## config.mk

```make
export PLATFORM = sky130hd
export DESIGN_NAME = dbg_run_ctrl_flat
export DESIGN_NICKNAME = d
export VERILOG_FILES = /design/src/rtl/dbg_run_ctrl_if.sv /design/src/rtl/dbg_run_ctrl.sv /design/src/flat_wrapper.sv
export SDC_FILE = /design/constraint.sdc
export NUM_CORES = 1
export LEC_CHECK = 0
export BUFFER_PORTS_ARGS = -buffer_cell sky130_fd_sc_hd__buf_2
export CORE_MARGIN = 2
export CORE_UTILIZATION = 41
export CTS_BUF_LIST = sky130_fd_sc_hd__clkbuf_16
export DETAILED_ROUTE_END_ITERATION = 10
export PLACE_DENSITY = 0.74
export SLEW_MARGIN = 10
export SYNTH_ARGS = -nofsm -noshare
export SYNTH_HDL_FRONTEND = slang
export SYNTH_SLANG_ARGS = --single-unit
```

## constraint.sdc

```tcl
create_clock -name sys_clk -period 2.45 [get_ports sys_clk]
set_clock_uncertainty 0.15 [all_clocks]
set_input_delay 0.6125 -clock sys_clk [delete_from_list [all_inputs] [get_ports sys_clk]]
set_output_delay 0.6125 -clock sys_clk [all_outputs]
set_load 0.02 [all_outputs]
```

## src/rtl/dbg_run_ctrl_if.sv

```systemverilog
// dbg_run_ctrl_if: run-control strobes, config and status between the JTAG debug path and the sequencer
interface dbg_run_ctrl_if #(parameter int STEP_W = 8, parameter int CYC_W = 16);
  logic              halt_stb;
  logic              step_stb;
  logic              resume_stb;
  logic [STEP_W-1:0] step_count;
  logic [CYC_W-1:0]  cyc_limit;
  logic              bkpt_en;
  logic              bkpt_hit;
  logic              clk_en;
  logic              halted;
  logic [2:0]        halt_cause;
  logic [CYC_W-1:0]  cycle_cnt;
  modport master (
    output halt_stb, step_stb, resume_stb, step_count, cyc_limit, bkpt_en, bkpt_hit,
    input  clk_en, halted, halt_cause, cycle_cnt
  );
  modport slave (
    input  halt_stb, step_stb, resume_stb, step_count, cyc_limit, bkpt_en, bkpt_hit,
    output clk_en, halted, halt_cause, cycle_cnt
  );
endinterface

```

## src/rtl/dbg_run_ctrl.sv

```systemverilog
// dbg_run_ctrl: debug run-control sequencer driving the gated debug clock enable.
// Breakpoint halting and the skip flag exist only when DBG_BKPT_EN is defined.
module dbg_run_ctrl #(
  parameter int STEP_W = 8,
  parameter int CYC_W  = 16
) (
  input  logic          sys_clk,
  input  logic          dbg_rst,
  dbg_run_ctrl_if.slave bus
);
  localparam logic [1:0] S_RUN  = 2'd0;
  localparam logic [1:0] S_HALT = 2'd1;
  localparam logic [1:0] S_STEP = 2'd2;
  localparam logic [2:0] C_JTAG = 3'd1;
  localparam logic [2:0] C_STEP = 3'd2;
  localparam logic [2:0] C_BKPT = 3'd3;
  localparam logic [2:0] C_LIM  = 3'd4;

  logic [1:0]        state;
  logic [STEP_W-1:0] step_cnt;
  logic [CYC_W-1:0]  cyc_inc;
  logic              bkpt, lim_hit, step_done, halt_req, stop, go_step, go_run;
  logic [2:0]        cause_n;

`ifdef DBG_BKPT_EN
  logic skip;
  always_ff @(posedge sys_clk or negedge dbg_rst)
    if (!dbg_rst) skip <= 1'b0;
    else          skip <= (go_step || go_run) ? 1'b1 : bus.clk_en ? 1'b0 : skip;
  assign bkpt = bus.bkpt_en && bus.bkpt_hit && bus.clk_en && !skip;
`else
  logic unused_bkpt;
  assign unused_bkpt = bus.bkpt_en ^ bus.bkpt_hit;
  assign bkpt = 1'b0;
`endif

  // Stop conditions only arise outside HALT, so stop and the HALT exits never coincide
  always_comb begin
    cyc_inc   = bus.cycle_cnt + 1'b1;
    lim_hit   = (state == S_RUN) && (bus.cyc_limit != '0) && (cyc_inc == bus.cyc_limit);
    step_done = (state == S_STEP) && (step_cnt == STEP_W'(1));
    halt_req  = (state != S_HALT) && bus.halt_stb;
    stop      = halt_req || bkpt || lim_hit || step_done;
    go_step   = (state == S_HALT) && bus.step_stb;
    go_run    = (state == S_HALT) && !bus.step_stb && bus.resume_stb;
    cause_n   = halt_req ? C_JTAG : bkpt ? C_BKPT : lim_hit ? C_LIM : C_STEP;
  end

  always_ff @(posedge sys_clk or negedge dbg_rst)
    if (!dbg_rst) begin
      state          <= S_RUN;
      step_cnt       <= '0;
      bus.clk_en     <= 1'b1;
      bus.halted     <= 1'b0;
      bus.halt_cause <= 3'd0;
      bus.cycle_cnt  <= '0;
    end else begin
      bus.cycle_cnt <= bus.clk_en ? cyc_inc : (go_step || go_run) ? '0 : bus.cycle_cnt;
      step_cnt      <= go_step ? ((bus.step_count == '0) ? STEP_W'(1) : bus.step_count)
                     : (state == S_STEP) ? step_cnt - 1'b1 : step_cnt;
      if (stop) begin
        state          <= S_HALT;
        bus.clk_en     <= 1'b0;
        bus.halted     <= 1'b1;
        bus.halt_cause <= cause_n;
      end else if (go_step || go_run) begin
        state      <= go_step ? S_STEP : S_RUN;
        bus.clk_en <= 1'b1;
        bus.halted <= 1'b0;
      end
    end
endmodule

```

## src/flat_wrapper.sv

```systemverilog
// flat-port wrapper written by rule: the top's interface ports become plain ports
module dbg_run_ctrl_flat 
#(
  parameter int STEP_W = 8,
  parameter int CYC_W  = 16
)
  (sys_clk, dbg_rst, bus_halt_stb, bus_step_stb, bus_resume_stb, bus_step_count, bus_cyc_limit, bus_bkpt_en, bus_bkpt_hit, bus_clk_en, bus_halted, bus_halt_cause, bus_cycle_cnt);
  dbg_run_ctrl_if #(.STEP_W(STEP_W), .CYC_W(CYC_W)) bus_i ();
  input  logic sys_clk;
  input  logic dbg_rst;
  input wire logic [$bits(bus_i.halt_stb)-1:0] bus_halt_stb;
  input wire logic [$bits(bus_i.step_stb)-1:0] bus_step_stb;
  input wire logic [$bits(bus_i.resume_stb)-1:0] bus_resume_stb;
  input wire logic [$bits(bus_i.step_count)-1:0] bus_step_count;
  input wire logic [$bits(bus_i.cyc_limit)-1:0] bus_cyc_limit;
  input wire logic [$bits(bus_i.bkpt_en)-1:0] bus_bkpt_en;
  input wire logic [$bits(bus_i.bkpt_hit)-1:0] bus_bkpt_hit;
  output wire logic [$bits(bus_i.clk_en)-1:0] bus_clk_en;
  output wire logic [$bits(bus_i.halted)-1:0] bus_halted;
  output wire logic [$bits(bus_i.halt_cause)-1:0] bus_halt_cause;
  output wire logic [$bits(bus_i.cycle_cnt)-1:0] bus_cycle_cnt;
  assign bus_i.halt_stb = bus_halt_stb;
  assign bus_i.step_stb = bus_step_stb;
  assign bus_i.resume_stb = bus_resume_stb;
  assign bus_i.step_count = bus_step_count;
  assign bus_i.cyc_limit = bus_cyc_limit;
  assign bus_i.bkpt_en = bus_bkpt_en;
  assign bus_i.bkpt_hit = bus_bkpt_hit;
  assign bus_clk_en = bus_i.clk_en;
  assign bus_halted = bus_i.halted;
  assign bus_halt_cause = bus_i.halt_cause;
  assign bus_cycle_cnt = bus_i.cycle_cnt;
  dbg_run_ctrl #(.STEP_W(STEP_W), .CYC_W(CYC_W)) u_core (.sys_clk(sys_clk), .dbg_rst(dbg_rst), .bus(bus_i));
endmodule
```

==> results of run 1 <==
[stage by stage]
stage / power [mW] / TNS (ns) / setup slack (ns) / hold WS [ns] / util
finish: 2.304 / 0 / 0.1709 / 0.2370 / 0.5407
global route: 2.469 / -0.02570 / -0.01649 / 0.2954 / 0.5407
CTS: 2.308 / 0 / 0.001351 / 0.2585 / 0.5335
detailed placement: 1.697 / -0.3339 / -0.1372 / 0.3397 / 0.5017
global placement: 1.668 / -0.2892 / -0.1324 / 0.3331 / 0.5017
floorplan: 1.429 / 0 / 0.02720 / 0.1669 / -
[kinds of logic (layout without fill, tap and decap cells)]
family                     Yosys count  in the layout  share of synthesized area
buffers and inverters               17             85                    0.04236
DFF                                 30             30                     0.3586
muxes                                6              6                    0.02983
xor gates and xnor gates            20             20                    0.09009
and+or+nand+nor                     97             97                     0.2661
adders and majority gates            3              3                    0.01790
AOI/OAI and AO/OA                   61             61                     0.1951
[worst reg2reg max path: cells and delay by family (launching register included)]
kind | cells | cell delay [ns]
compound gates | 3 | 0.68
flops | 1 | 0.40
simple gates | 3 | 0.65
buf+inv | 2 | 0.32
[cells in the mapped netlist (5+ instances only)]
master / instances / area share
dfrtp_1: 29 / 0.35
nand2_1: 22 / 0.039
o21ai_0: 22 / 0.053
nor2_1: 15 / 0.027
a21oi_1: 11 / 0.026
nand3_1: 11 / 0.026
xnor2_1: 11 / 0.046
nor2b_1: 8 / 0.024
xor2_1: 8 / 0.033
inv_1: 6 / 0.011
nor3_1: 6 / 0.014
nor4_1: 6 / 0.018
clkbuf_1: 5 / 0.0090
[how the worst max path moves through the flow]
| stage | startpoint | to | slack (ns) |
|---|---|---|---|
| detailed placement | bus_cyc_limit[13] | u_core.bus.halt_cause[2] | -0.14 |
| CTS | u_core.bus.cycle_cnt[8] | u_core.bus.halt_cause[2] | 0.001 |
| global placement | bus_cyc_limit[13] | u_core.bus.halt_cause[2] | -0.13 |
| finish | u_core.bus.cycle_cnt[1] | u_core.bus.halt_cause[2] | 0.17 |
| global route | u_core.bus.cycle_cnt[11] | u_core.bus.halt_cause[2] | -0.02 |
| floorplan | u_core.bus.cycle_cnt[1] | u_core.bus.halt_cause[2] | 0.03 |
[power breakdown]
part           leakage [nW]  switching, mW  internal, mW
Clock                0.0724          0.216         0.366
Combinational         0.756          0.534         0.403
Sequential            0.386          0.155         0.629
[sequential cells by signal, indices dropped and copies added (netlist names)]
signal / cells
u_core.bus.clk_en: 1
u_core.bus.cycle_cnt: 16
u_core.bus.halt_cause: 3
u_core.state: 2
u_core.step_cnt: 8
[repair_timing]
item                                    4_1_cts  5_1_grt
endpoints found under the setup margin        1        5
buffers inserted                              0        3
gates resized for setup                       5        2
gates cloned                                  0        0
hold buffers                                  0        0
pin swaps                                     3        2
[metal layers]
layer / part of all wire / track usage
met1: 0.45 / 0.2761
met2: 0.47 / 0.3401
met3: 0.064 / 0.04233
met4: 0.015 / 0.08967
met5: 0 / 0
[cell type report]
type / instances / area [µm²]
Clock inverter: 3 / 12.51
Multi-Input combinational cell: 187 / 1295
Inverter: 6 / 22.52
Clock buffer: 5 / 125.1
Tap cell: 70 / 87.58
Timing Repair Buffer: 71 / 410.4
Sequential cell: 30 / 755.7
Fill cell: 477 / 2301
==> metrics.md, run 1 <==
| Metric | Value |
|---|---|
| Syn_area_per_cell | 8.962 µm² |
| Async SR Flop Fraction | 1.000 |
| Cell Area, Placed | 0.002514 mm² |
| CTS tree | done |
| Post-route DRC | 0 |
| Post-route cell area | 0.002709 mm² |
| Drt pass-1 iters | 5 |
| Gpl congestion | 0.8703 |
| Top cell by count, worst path | buf_4 |
| Ys flop type | dfrtp_1 |
| Die height | 75.52 µm |
| Max FO, Critical Path | 6 |
| Number of flops mapped to enable cells by yosys | 0 |
| Drt first-iter violations | 144 |
| Layout cell share with drive strength beyond 1 | 0.3079 |
| Clk buf depth | 2 |
| Initial antenna violation count | 0 |
| WL final | 5404 µm |
| Crit Path Class | flip-flop to flip-flop |
| # IOs | 52 |
| Reg-to-Reg End | u_core.bus.halt_cause[2] |
| Max Slew Vio Count | 0 |
| Area of the mapped netlist | 0.002097 mm² |
| Register area share after synthesis | 0.3586 |
| Hold/Removal Path Class | input pin to async pin |
| Synth Warn # | 0 |
| Core ar. | 0.005010 mm² |
| CP bufs+invs | 2 |
| VDD IR max | 477.2 µV |
| Flop and latch count out of synthesis | 30 |
| Largest net degree at the start of global routing | 31 |
| Critical path launch point type | flip-flop |
| Outcome | finished, final reports clean |
| Initial core utilization | 0.4186 |
| Worst Path Arrival | 2.34 ns |
| Setup violators final | 0 |
| Synth cell types | 56 |
| Placed insts | 361 |
| Overflow after GRT | 0 |
| Critical-path top delay cell | dfrtp_1 |
| Syn Nets | 268 |
| Area delta synth->final | 29.18% |
| Total track usage | 0.2109 |
| Post-DR wirelength/cell | 14.53 µm |
| ANT cells | 0 |
| First-pass GRT wire length | 9135 µm |
| Final ANT Viol Nets | 0 |
| Final hold violations | 0 |
| Final Cycle Share | 0.9302 |
| Via count | 2,070 |
| IO buf count | 49 |
| Die Width | 75.52 µm |
| Leakage | 1.214 nW |
| H-tree Lvls | 2 |
| Flop2flop setup slack | 0.17 ns |
| Final min period | 2.279 ns |
| Via/cell ratio | 5.565 |
| FF-to-FF path depth | 8 |
| Cells after synthesis | 234 |
| Sink Count | 30 |
| Fin nets | 335 |
| Commonest non-fill, non-tap cell in the layout | buf_2 |
| FMAX | 0.4388 GHz |
| Power Dens Cells | 850.5 mW/mm² |
| Most frequent cells in the layout | buf_2, dfrtp_1, nand2_1, o21ai_0, buf_4 |
| CP Depth | 8 |
| Clock latency reported for the late side of the worst-skew pair | 0.28 ns |
| Max cap viols | 0 |
| CP required | 2.52 ns |
| Worst-Margin Slew | 0.7197 ns |
| Slew HR | 0.5202 |
| Clock root cell | clkbuf_16 |
| Total CTS buffers | 5 |
| Number of cell rows | 26 |
| CP cell instances | buf_4 > nand4_2 > buf_4 > nor2_1 > a2bb2oi_1 > a211o_1 > nor4_4 > a22o_1 |
| Worst-path clk slew | 0.05 ns |
| Worst setup EP type | flip-flop |
| Vias in the first global route | 1,987 |
| Die area | 0.005703 mm² |
| Crit path max-delay family | compound AO/OA/AOI/OAI gates |
| Critical R2R Launch | u_core.bus.cycle_cnt[1] |
| Non-Filler Instances | 372 |
| Crit-path max cell delay | 0.40 ns |
| DP HPWL | 3857 µm |
Note: power is estimated with default switching activity, not from simulation.
==> inputs of run 2 (changes only) <==
ABC_AREA = 1   (was unset)
PLACE_DENSITY = unset   (was 0.74)
PLACE_DENSITY_LB_ADDON = 0.15   (was unset)
==> metrics.md, run 2 <==
| Metric | Value |
|---|---|
| Hold/Removal Path Class | input pin to async pin |
| Cts hold-fix bufs | 0 |
| Reg-to-Reg End | u_core.state[1] |
| Post-route DRC | 0 |
| # resized after CTS | 0 |
| Die height | 76.16 µm |
| ANT cells | 0 |
| Register area share after synthesis | 0.3523 |
| Overflow after GRT | 0 |
| Total CTS buffers | 5 |
| Max cap viols | 0 |
| Flop2flop setup slack | 0.25 ns |
| Max Slew Vio Count | 0 |
| Biggest register | u_core.bus.cycle_cnt |
| Clk buf depth | 2 |
| Largest net degree at the start of global routing | 31 |
| Number of cell rows | 26 |
| Die area | 0.005800 mm² |
| DP HPWL | 4190 µm |
| Launch point of the critical path | u_core.bus.cycle_cnt[1] |
| Syn_area_per_cell | 6.629 µm² |
| Biggest regs | u_core.bus.cycle_cnt: 16 flops, u_core.step_cnt: 8 flops, u_core.bus.halt_cause: 3 flops |
| FF-to-FF path depth | 12 |
| Final min period | 2.198 ns |
| Setup violators final | 0 |
| Via count | 2,205 |
| Critical R2R Launch | u_core.bus.cycle_cnt[1] |
| Setup Buffers After CTS | 0 |
| Area delta synth->final | 22.04% |
| Max FO, Critical Path | 6 |
| Fin nets | 411 |
| First-pass GRT wire length | 9287 µm |
| Worst Path Arrival | 2.21 ns |
| Final ANT Viol Nets | 0 |
| Critical path launch point type | flip-flop |
| Via/cell ratio | 4.922 |
| Initial core utilization | 0.4206 |
| Count leader, synth | nand2_1 |
| Worst-path clk slew | 0.05 ns |
| Total track usage | 0.1971 |
| Top cell type's share of synthesized area | 0.3400 |
| Syn Nets | 356 |
| Die Width | 76.16 µm |
| # IOs | 52 |
| Most frequent cells in the layout | nand2_1, buf_2, inv_1 |
| Unrepaired setup endpoints after global routing | false |
| Clock latency reported for the late side of the worst-skew pair | 0.27 ns |
| Gpl congestion | 0.8470 |
| Drt pass-1 iters | 4 |
| Synth area leaders | dfrtp_1, nand2_1, inv_1 |
| CTS tree | done |
| Sink Count | 30 |
| IO buf count | 49 |
| Area of the mapped netlist | 0.002135 mm² |
| Ys flop type | dfrtp_1 |
| H-tree Lvls | 2 |
| Placed insts | 440 |
| Number of filler cells placed in the layout | 541 |
| Worst setup EP type | flip-flop |
| Initial antenna violation count | 0 |
| Leakage | 1.317 nW |
| WHS | 0.2363 ns |
| Utilization after layout | 0.5133 |
| Power Dens Cells | 890.4 mW/mm² |
| Vias in the first global route | 2,085 |
| Core ar. | 0.005075 mm² |
| Critical path endpoint | u_core.state[1] |
| Cell Area, Placed | 0.002467 mm² |
| Outcome | finished, final reports clean |
| Clock root cell | clkbuf_16 |
| Async SR Flop Fraction | 1.000 |
| Flop and latch count out of synthesis | 30 |
| Number of flops mapped to enable cells by yosys | 0 |
| Setup TNS | 0 ns |
| Non-Filler Instances | 448 |
| FMAX | 0.4550 GHz |
| Final hold violations | 0 |
| Drt first-iter violations | 70 |
| Post-synth top cells | nand2_1, inv_1, nor2_1 |
| Synth Warn # | 0 |
| Synth cell types | 32 |
| Post-route cell area | 0.002605 mm² |
| Crit Path Class | flip-flop to flip-flop |
| Commonest non-fill, non-tap cell in the layout | nand2_1 |
| VDD IR max | 614.8 µV |
| Cell taking the most area after synthesis | dfrtp_1 |
| Final Cycle Share | 0.8971 |
| CP required | 2.46 ns |
| Cells after synthesis | 322 |
| Slew HR | 0.5225 |
| Layout cell share with drive strength beyond 1 | 0.1852 |
| WL final | 5568 µm |
| Worst-Margin Slew | 0.7162 ns |
| Max FFs per register | 16 |
| Post-DR wirelength/cell | 12.43 µm |
==> run 2: cell types whose count changed in the layout (fill, tap and decap cells not counted), sizes merged, moves of 7 or more <==
cell	delta
o21ai	-12
a21oi	-9
o22ai	+7
nand3	+20
buf	-21
nand2	+83
nor2b	-8
inv	+41
xor2	-7
nor2	+31
==> run 2: worst min path at each step <==
| stage | cells after the start | slack, ns | end |
|---|---|---|---|
| after floorplan | 0 | 0.17 | u_core.bus.cycle_cnt[0] |
| after global placement | 2 | 0.35 | u_core.bus.halt_cause[0] |
| after detailed placement | 2 | 0.36 | u_core.bus.halt_cause[0] |
| after CTS | 1 | 0.28 | u_core.bus.cycle_cnt[11] |
| after global routing | 1 | 0.31 | u_core.bus.cycle_cnt[11] |
| final | 1 | 0.24 | u_core.bus.cycle_cnt[12] |
==> run 2: worst max-delay path, stage by stage (launching register included) <==
cell and delay [ns]:
dfrtp_1 0.46, ha_1 0.25, nand3_1 0.12, nor2_2 0.23, nand3_1 0.11, nand2_1 0.09
nand2_1 0.07, nand2_1 0.07, nand3_2 0.06, nor2_2 0.13, nand3_2 0.16, nand3_1 0.14
nor2_1 0.05
==> run 2: final cells by class <==
cell class                      instances  area (µm²)  share of cell area
Sequential cell                        30       752.0              0.2887
Clock inverter                          3       12.51            0.004803
Multi-Input combinational cell        242        1195              0.4587
Tap cell                               70       87.58             0.03362
Inverter                               48       180.2             0.06916
Timing Repair Buffer                   50       252.7             0.09702
Clock buffer                            5       125.1             0.04803
==> run 2: report_power, final <==
part | leakage (nW) | total [mW] | internal, mW | switching, mW
logic | 0.854 | 0.912 | 0.338 | 0.574
registers | 0.391 | 0.823 | 0.641 | 0.182
clock network | 0.0724 | 0.584 | 0.367 | 0.218
total | 1.32 | 2.32 | 1.35 | 0.974
==> run 2: logic make-up (layout without fill, tap and decap cells) <==
group	count (synthesis)	after routing	synth area share
AOI/OAI and AO/OA	29	29	0.08852
buffers and inverters	50	106	0.08792
DFF	30	30	0.3523
adders and majority gates	3	3	0.01759
and+or+nand+nor	204	204	0.4291
xor gates and xnor gates	6	6	0.02462
==> run 2: stage by stage <==
stage	worst slack, ns	power (mW)
final	0.2521	2.320
after global placement	0.2847	1.729
after global routing	0.007973	2.506
after floorplan	0.3821	1.460
after detailed placement	0.2443	1.739
after CTS	0.2372	2.335
==> run 2: per-layer routing <==
metal | share of wire | up-vias | GRT usage
met5 | 0 | - | 0
met4 | 0.0065 | 0 | 0.05273
met3 | 0.067 | 4 | 0.04976
met2 | 0.48 | 64 | 0.3357
met1 | 0.45 | 982 | 0.2496
li1 | - | 1155 | -
==> inputs of run 3 (changes only) <==
CORE_UTILIZATION = 48   (was 41)
==> metrics.md, run 3 (synthesized netlist as in run 2, its figures left out) <==
| Metric | Value |
|---|---|
| Setup Buffers After CTS | 0 |
| Utilization after layout | 0.5998 |
| Final ANT Viol Nets | 0 |
| Worst-path clk slew | 0.05 ns |
| Number of filler cells placed in the layout | 443 |
| Multi-input gate area | 0.001195 mm² |
| Gpl congestion | 0.8840 |
| Critical-path top delay cell | dfrtp_1 |
| Clk buf depth | 2 |
| Post-route cell area | 0.002594 mm² |
| Initial core utilization | 0.4936 |
| Max cap viols | 0 |
| Most frequent cells in the layout | nand2_1, buf_2, inv_1 |
| Worst-Margin Slew | 0.7041 ns |
| Post-route worst setup slack | 0.3421 ns |
| Worst setup EP type | flip-flop |
| Power Dens Cells | 899.0 mW/mm² |
| Final hold violations | 0 |
| Fin nets | 412 |
| Area delta synth->final | 21.51% |
| VDD IR max | 687.9 µV |
| Non-Filler Instances | 431 |
| Top cell by count, worst path | nand2_1 |
| Final Cycle Share | 0.8604 |
| Core ar. | 0.004324 mm² |
| Place WS | 0.3923 ns |
| Largest net degree at the start of global routing | 31 |
| ANT cells | 0 |
| DP HPWL | 4103 µm |
| Crit Path Class | flip-flop to flip-flop |
| Outcome | finished, final reports clean |
| Vias in the first global route | 2,074 |
| Total track usage | 0.2233 |
| Biggest regs | u_core.bus.cycle_cnt: 16 flops, u_core.step_cnt: 8 flops, u_core.bus.halt_cause: 3 flops |
| Sequential cell area | 752.0 µm² |
| Layout cell share with drive strength beyond 1 | 0.1900 |
| FMAX | 0.4744 GHz |
| Cell Area, Placed | 0.002452 mm² |
| Crit-path max cell delay | 0.45 ns |
| Post-DR wirelength/cell | 12.27 µm |
| Setup violators final | 0 |
| Setup TNS | 0 ns |
| CP cell instances | nand2_1 > nor2_2 > nand2_1 > o21ai_1 > nand2_1 > nand2_1 > nand2_1 > nor2_1 > nand3_2 > nand3_1 > nor2_1 |
| CP required | 2.46 ns |
| Cts hold-fix bufs | 0 |
| Placed insts | 423 |
| Initial antenna violation count | 0 |
| Biggest register | u_core.bus.cycle_cnt |
| Die height | 70.69 µm |
| WL final | 5289 µm |
| Number of cell rows | 24 |
| Post-route DRC | 0 |
| CTS tree | done |
| Die area | 0.004996 mm² |
| Worst Path Arrival | 2.12 ns |
| Final min period | 2.108 ns |
| Clock latency reported for the late side of the worst-skew pair | 0.27 ns |
| Max Slew Vio Count | 0 |
| Overflow after GRT | 0 |
| Hold/Removal Path Class | input pin to async pin |
| Drt pass-1 iters | 5 |
| # resized after CTS | 0 |
| Via count | 2,257 |
| Drt first-iter violations | 61 |
| Sink Count | 30 |
| Leakage | 1.317 nW |
| Max FFs per register | 16 |
| Commonest non-fill, non-tap cell in the layout | nand2_1 |
| # IOs | 52 |
| H-tree Lvls | 2 |
| Total CTS buffers | 5 |
| First-pass GRT wire length | 8963 µm |
| Via/cell ratio | 5.237 |
| Clock root cell | clkbuf_16 |
| Critical path launch point type | flip-flop |
| Max FO, Critical Path | 6 |
| IO buf count | 49 |
| Die Width | 70.69 µm |
| Slew HR | 0.5306 |
| Unrepaired setup endpoints after global routing | false |
run 3: cell count changes in the layout (fill, tap and decap cells not counted), sizes merged:
| cell | before | now |
|---|---|---|
| clkinvlp | 0 | 1 |
| inv | 48 | 47 |
| buf | 50 | 51 |
run 3: final cells by class:
cell class / count / share of cell area
Clock inverter: 3 / 0.006271
Multi-Input combinational cell: 242 / 0.4607
Inverter: 48 / 0.06946
Tap cell: 52 / 0.02508
Clock buffer: 5 / 0.04824
Timing Repair Buffer: 51 / 0.1003
Sequential cell: 30 / 0.2899
run 3: layer usage:
layer  vias up  GRT usage  wire, µm
li1       1155          -         -
met1      1045     0.2750      2307
met2        48     0.3904      2636
met3         9    0.03704       248
met4         0    0.08595        98
met5         -          0         0
run 3: worst paths after layout:
kind / from / endpoint / slack, ns / depth (start not counted)
worst max-delay path: u_core.bus.cycle_cnt[3] / u_core.state[1] / 0.34 / 11
min in group sys_clk: u_core.bus.halt_cause[1] / u_core.bus.halt_cause[1] / 0.35 / 2
worst min register to register: u_core.bus.halt_cause[1] / u_core.bus.halt_cause[1] / 0.35 / 2
max in group asynchronous: dbg_rst / u_core.bus.cycle_cnt[14] / 1.46 / 1
worst max register to register: u_core.bus.cycle_cnt[3] / u_core.state[1] / 0.34 / 11
worst min-delay path: dbg_rst / u_core.bus.cycle_cnt[15] / 0.24 / 1
run 3: worst max-delay path: cells and delay by family, from the launching register on:
family	cells	cell delay (ns)
DFF	1	0.45
and+or+nand+nor	10	1.22
AOI/OAI and AO/OA	1	0.18
run 3: report_power, final:
part	leakage (nW)	switching (mW)	internal [mW]	total, mW
clock	0.0672	0.219	0.370	0.589
combinational	0.860	0.585	0.348	0.933
sequential	0.391	0.168	0.641	0.809
run 3: metrics by stage:
stage | hold WS (ns) | power [mW]
after global routing | 0.3046 | 2.510
after detailed placement | 0.3517 | 1.752
after global placement | 0.3504 | 1.727
final | 0.2374 | 2.332
after floorplan | 0.1669 | 1.460
after CTS | 0.2650 | 2.349
